<file path="config.mk">
export PLATFORM = sky130hd
export DESIGN_NAME = decoder_scan_sequencer_flat
export DESIGN_NICKNAME = d
export VERILOG_FILES = /design/src/rtl/decoder_scan_if.sv /design/src/rtl/decoder_scan_sequencer.sv /design/src/flat_wrapper.sv
export SDC_FILE = /design/constraint.sdc
export NUM_CORES = 1
export LEC_CHECK = 0
export CAP_MARGIN = 20
export CORE_MARGIN = 3
export CORE_UTILIZATION = 50
export CTS_BUF_LIST = sky130_fd_sc_hd__clkbuf_4 sky130_fd_sc_hd__clkbuf_8 sky130_fd_sc_hd__clkbuf_16
export CTS_CLUSTER_DIAMETER = 100
export DETAILED_ROUTE_END_ITERATION = 10
export PLACE_DENSITY = 0.74
export SYNTH_ARGS = -nofsm -noshare
export SYNTH_HDL_FRONTEND = slang
export SYNTH_SLANG_ARGS = --single-unit
</file>
<file path="constraint.sdc">
create_clock -name clk -period 2.7 [get_ports clk]
set_clock_uncertainty 0.2 [all_clocks]
set_input_delay 0.54 -clock clk [delete_from_list [all_inputs] [get_ports clk]]
set_output_delay 0.54 -clock clk [all_outputs]
set_load 0.01 [all_outputs]
</file>
<file path="src/rtl/decoder_scan_if.sv">
// Handshake and decoder-drive bundle between a scan controller and the
// decoder_scan_sequencer.
interface decoder_scan_if #(
  parameter int DWELL_W = 8
) ();
  logic               start;
  logic               stop;
  logic [7:0]         mask;
  logic [DWELL_W-1:0] dwell;
  logic               continuous;
  logic [2:0]         sel;
  logic               en;
  logic               busy;
  logic               done;

  modport master (
    output start, stop, mask, dwell, continuous,
    input  sel, en, busy, done
  );

  modport slave (
    input  start, stop, mask, dwell, continuous,
    output sel, en, busy, done
  );
endinterface

</file>
<file path="src/rtl/decoder_scan_sequencer.sv">
// Scans enabled decoder channels in ascending order with a programmable dwell
// and a one-cycle break-before-make gap between channels.
module decoder_scan_sequencer #(
  parameter int DWELL_W = 8
) (
  input  logic         clk,
  input  logic         rst,
  decoder_scan_if.slave bus
);

  typedef enum logic [1:0] {IDLE, ON, GAP} state_t;

  state_t             state, state_nxt;
  logic [7:0]         mask_r;
  logic [DWELL_W-1:0] dwell_r;
  logic               cont_r;
  logic [DWELL_W-1:0] cnt, cnt_nxt;
  logic [2:0]         sel_nxt;
  logic               en_nxt, busy_nxt, done_nxt;
  logic               accept;
  logic               has_above;
  logic [2:0]         above_ch;
  logic [2:0]         next_ch;

  function automatic logic [DWELL_W-1:0] eff_dwell(input logic [DWELL_W-1:0] d);
    return (d == '0) ? DWELL_W'(1) : d;
  endfunction

  function automatic logic [2:0] lowest_set(input logic [7:0] m);
    logic [2:0] r;
    r = 3'd0;
    for (int i = 7; i >= 0; i--) begin
      if (m[i]) r = 3'(i);
    end
    return r;
  endfunction

  assign accept = (state == IDLE) && bus.start && !bus.stop;

  // Next channel: lowest enabled channel above the current one, else wrap.
  always_comb begin
    has_above = 1'b0;
    above_ch  = 3'd0;
    for (int i = 7; i >= 0; i--) begin
      if (mask_r[i] && (i > int'(bus.sel))) begin
        has_above = 1'b1;
        above_ch  = 3'(i);
      end
    end
    next_ch = has_above ? above_ch : lowest_set(mask_r);
  end

  always_ff @(posedge clk) begin
    if (rst) state <= IDLE;
    else     state <= state_nxt;
  end

  always_comb begin
    state_nxt = state;
    case (state)
      IDLE: if (accept && (bus.mask != 8'd0)) state_nxt = ON;
      ON: begin
        if (bus.stop)          state_nxt = IDLE;
        else if (cnt == '0)    state_nxt = (has_above || cont_r) ? GAP : IDLE;
      end
      GAP:     state_nxt = bus.stop ? IDLE : ON;
      default: state_nxt = IDLE;
    endcase
  end

  // Output/datapath next values; everything leaves the block through registers.
  always_comb begin
    sel_nxt  = bus.sel;
    en_nxt   = 1'b0;
    busy_nxt = 1'b0;
    done_nxt = 1'b0;
    cnt_nxt  = cnt;
    case (state)
      IDLE: begin
        if (accept) begin
          if (bus.mask == 8'd0) begin
            done_nxt = 1'b1;
          end else begin
            sel_nxt  = lowest_set(bus.mask);
            en_nxt   = 1'b1;
            busy_nxt = 1'b1;
            cnt_nxt  = eff_dwell(bus.dwell) - DWELL_W'(1);
          end
        end
      end
      ON: begin
        if (!bus.stop) begin
          if (cnt != '0) begin
            en_nxt   = 1'b1;
            busy_nxt = 1'b1;
            cnt_nxt  = cnt - DWELL_W'(1);
          end else if (has_above || cont_r) begin
            busy_nxt = 1'b1;
          end else begin
            done_nxt = 1'b1;
          end
        end
      end
      GAP: begin
        if (!bus.stop) begin
          sel_nxt  = next_ch;
          en_nxt   = 1'b1;
          busy_nxt = 1'b1;
          cnt_nxt  = dwell_r - DWELL_W'(1);
        end
      end
      default: ;
    endcase
  end

  always_ff @(posedge clk) begin
    if (rst) begin
      bus.sel  <= 3'd0;
      bus.en   <= 1'b0;
      bus.busy <= 1'b0;
      bus.done <= 1'b0;
      cnt      <= '0;
    end else begin
      bus.sel  <= sel_nxt;
      bus.en   <= en_nxt;
      bus.busy <= busy_nxt;
      bus.done <= done_nxt;
      cnt      <= cnt_nxt;
    end
  end

  // Scan parameters are frozen at an accepted start.
  always_ff @(posedge clk) begin
    if (!rst && accept) begin
      mask_r  <= bus.mask;
      dwell_r <= eff_dwell(bus.dwell);
      cont_r  <= bus.continuous;
    end
  end

endmodule

</file>
<file path="src/flat_wrapper.sv">
// flat-port wrapper written by rule: the top's interface ports become plain ports
module decoder_scan_sequencer_flat 
#(
  parameter int DWELL_W = 8
)
  (clk, rst, bus_start, bus_stop, bus_mask, bus_dwell, bus_continuous, bus_sel, bus_en, bus_busy, bus_done);
  decoder_scan_if #(.DWELL_W(DWELL_W)) bus_i ();
  input  logic clk;
  input  logic rst;
  input wire logic [$bits(bus_i.start)-1:0] bus_start;
  input wire logic [$bits(bus_i.stop)-1:0] bus_stop;
  input wire logic [$bits(bus_i.mask)-1:0] bus_mask;
  input wire logic [$bits(bus_i.dwell)-1:0] bus_dwell;
  input wire logic [$bits(bus_i.continuous)-1:0] bus_continuous;
  output wire logic [$bits(bus_i.sel)-1:0] bus_sel;
  output wire logic [$bits(bus_i.en)-1:0] bus_en;
  output wire logic [$bits(bus_i.busy)-1:0] bus_busy;
  output wire logic [$bits(bus_i.done)-1:0] bus_done;
  assign bus_i.start = bus_start;
  assign bus_i.stop = bus_stop;
  assign bus_i.mask = bus_mask;
  assign bus_i.dwell = bus_dwell;
  assign bus_i.continuous = bus_continuous;
  assign bus_sel = bus_i.sel;
  assign bus_en = bus_i.en;
  assign bus_busy = bus_i.busy;
  assign bus_done = bus_i.done;
  decoder_scan_sequencer #(.DWELL_W(DWELL_W)) u_core (.clk(clk), .rst(rst), .bus(bus_i));
endmodule
</file>
==> impl_results.md <==
- Number of max-cap violations: 0
- Placed inst area: 2400 sq um
- Worst-skew pair later-pin latency: 0.29 ns
- Wire length per cell: 16.0 microns
- DRC: 0
- Pin count of the biggest net entering global routing: 18
- H-tree depth reported by CTS: 2
- Post-route design area: 2540 sq um
- Worst-case clock buffer depth: 2
- Overall power after layout: 2.18 mW
- Leftover overflow at the end of global routing: 0
- Worst setup slack after placement: -0.290 ns
- Total CTS buffers: 5
- Type of destination of the critical path: register
- Cell accounting for the most synthesized area: edfxtp_1
- Post-synthesis instance area: 1990 sq um
- Total via count in the routed design: 1736
- Cell repeated most along the worst path: a211oi_2
- Type of origin of the critical path: primary input
- Estimated wirelength of the detail-placed design: 3620 microns
- Via count normalized by instance count: 5.90
- Post-CTS Setup Bufs: 0
- Critical path peak fanout: 3
- Proportion of layout cells with a drive suffix above 1: 23.2%
- Total core area: 3740 sq um
- Worst Path Class, Setup: in2reg
- Post-route minimum period: 2.56 ns
- Via count of the first global-routing pass: 1738
- Buffer cell driving the clock tree root: clkbuf_8
- Number of antenna cells inserted: 0
- Pins over their slew limit: 0
- Setup TNS: 0 ns
- Count of synthesis-stage warnings from yosys: 0
- FMAX: 391 MHz
- Final Hold Viols: 0
- Port Buffers: 26
- I/O pin count: 27
- Global-route usage over all layers: 20.9%
- Fraction of synthesis flops using an asynchronous set or reset pin: 0%
- Leakage power of the design: 0.924 nW
- Post-route ant nets: 0
- Worst path cell trace: clkdlybuf4s50_1 -> nor4_2 -> a211oi_2 -> or2_2 -> ha_1 -> nand2_1 -> nor3_1 -> xnor2_1 -> a211oi_2
- Mapped Nets: 230
- TritonCTS clock tree: built
- DIE AREA: 4770 sq um
- Share of the cycle needed by the critical path after routing: 94.7%
- Final setup viols: 0
- Number of synthesized register bits: 33
- Hold/Removal Path Class: reg2reg
- Pwr dens: 859 nW/um^2
- IR drop worst, VDD: 0.000559 V
- Clock transition at the register clock pins on the worst setup and hold paths after CTS: 0.07 ns
- Outcome: finished clean
- Cell Rows: 22
- Top Family by Delay on Critical Path: simple AND/OR/NAND/NOR gates
- Weighted congestion at the end of routability-driven global placement: 0.932
- Top-area cell type share of the netlist area: 25.7%
- Largest cells by area after synthesis: edfxtp_1, dfxtp_1, nor2_1
- Iteration count of the initial detailed-routing pass: 6
- Ys flop type: edfxtp_1
- Horizontal extent of the die: 69.1 microns
- Area growth syn-to-layout: 27.6%
- CP max-delay cell: clkdlybuf4s50_1
- Register area share after synthesis: 41.8%
- Starting utilization of the core area: 53.1%
- Hold WS: 0.326 ns
- Synth cell types: 55
- CP required: 2.71 ns
- Nets: 271
- Final worst-path setup slack: 0.144 ns
- CTS sink count: 33
- Post-synth EDFFs: 17
- Combined buffer and inverter count along the critical path: 1
- Total routed wirelength: 4690 microns
- Die outline height: 69.1 microns
- Mean instance size in the synthesized netlist: 9.75 sq um
- Unrepaired setup endpoints after global routing: no
- Slew at the pin closest to its max-slew limit: 0.669 ns
- Global-route wire length before repair: 8040 microns
- Arrival @ worst endpoint: 2.57 ns
- Slew Limit Headroom: 55.2%
- Antenna violations before repair: 0
- Synthesized instance count: 204
- Crit path largest cell delay: 0.43 ns
- Number of design-rule violations left by the first detailed-router iteration: 170
==> per-layer routing <==
metal,part of all wire [%],track usage [%]
met3,5.9,5.69
met4,2.4,7.16
met5,0,0
met2,50,36.8
met1,42,24.2
==> metrics by stage <==
step / utilization, % / cells
2_1_floorplan: - / 204
3_3_place_gp: 64.2 / 286
3_5_place_dp: 64.2 / 286
4_1_cts: 67.1 / 294
5_1_grt: 67.7 / 294
6_report: 67.7 / 294
==> where the power goes <==
part | leakage, nW | internal [mW] | total [mW] | switching, mW
combinational | 0.585 | 0.480 | 1.05 | 0.566
clock | 0.0523 | 0.228 | 0.408 | 0.180
sequential | 0.287 | 0.628 | 0.726 | 0.0981
==> state kept, by name, summed over array words and instances (netlist names) <==
signal / flops
u_core.cnt: 8
u_core.dwell_r: 8
u_core.mask_r: 8
u_core.bus.sel: 3
u_core.state: 2
u_core.bus.busy: 1
u_core.bus.done: 1
u_core.bus.en: 1
u_core.cont_r: 1
==> area by class of cell <==
| type | count | area (sq um) |
|---|---|---|
| fillers | 285 | 1210 |
| multi-input cells | 146 | 1070 |
| flip-flops and latches | 33 | 831 |
| repair buffers | 50 | 440 |
| clock buffers | 8 | 97.6 |
| well taps | 48 | 60.1 |
| inverters | 9 | 33.8 |
==> tightest hold or removal path: cells and delay by family (launching register included) <==
kind               cells  cell delay (ns)
and+or+nand+nor        1             0.08
DFF                    1             0.34
AOI/OAI and AO/OA      1             0.06
==> Yosys cell counts, types with 3 or more instances <==
cell / n
nor2_1: 26
edfxtp_1: 17
dfxtp_1: 16
a21oi_1: 15
clkbuf_1: 9
inv_1: 9
a211oi_2: 7
nand2_1: 7
nand2b_1: 6
o21ai_0: 6
a22oi_1: 5
ha_1: 5
nor4_1: 5
xnor2_1: 5
a22o_1: 4
nor2b_1: 4
nor3_1: 4
a311oi_1: 3
buf_6: 3
mux2i_1: 3
o21bai_1: 3
==> cells in the final DEF (no fill, tap or decap), types with 2 or more instances in the layout <==
| master | count |
|---|---|
| o21ai_0 | 6 |
| nand2_1 | 7 |
| buf_4 | 24 |
| edfxtp_1 | 17 |
| clkdlybuf4s50_1 | 26 |
| o31ai_1 | 2 |
| dfxtp_1 | 16 |
| a21oi_1 | 15 |
| nor2_1 | 26 |
| a22o_1 | 4 |
| inv_1 | 9 |
| nand2b_1 | 6 |
| a311oi_1 | 3 |
| mux2i_1 | 3 |
| nor3_1 | 4 |
| clkbuf_8 | 6 |
| nand2_2 | 2 |
| ha_1 | 4 |
| mux2i_4 | 2 |
| clkbuf_4 | 2 |
| nor2b_1 | 4 |
| a31oi_1 | 2 |
| a21o_1 | 2 |
| o21bai_1 | 3 |
| nand3_1 | 2 |
| nor4_1 | 4 |
| xnor2_1 | 5 |
| a211oi_2 | 8 |
| a22oi_1 | 5 |
==> final timing paths <==
kind	cells after the start	startpoint	slack, ns	endpoint
setup / recovery	9	bus_dwell[1]	0.14	u_core.cnt[6]$_SDFFE_PP0P_
setup reg to reg	9	u_core.state[0]$_SDFFE_PP0P_	0.15	u_core.cnt[7]$_SDFFE_PP0P_
hold reg to reg	2	u_core.state[1]$_SDFFE_PP0P_	0.33	u_core.state[1]$_SDFFE_PP0P_
hold / removal	2	u_core.state[1]$_SDFFE_PP0P_	0.33	u_core.state[1]$_SDFFE_PP0P_
==> cell families after synthesis <==
logic type	count (synthesis)	synth area share, %
AND/OR/NAND/NOR	68	18.6
flip-flops	33	41.8
buffers and inverters	25	6.04
AO/OA/AOI/OAI	61	23.3
XOR/XNOR	6	2.64
adder cells (fa/ha/maj)	5	3.15
multiplexers	6	4.47
==> timing repair <==
item                       in CTS  in global routing
gates cloned                    0                  0
setup endpoints to repair       2                  1
gates resized for setup         2                  4
hold buffers                    0                  0
pin swaps                       0                  0
(Power assumes the default switching activity.)
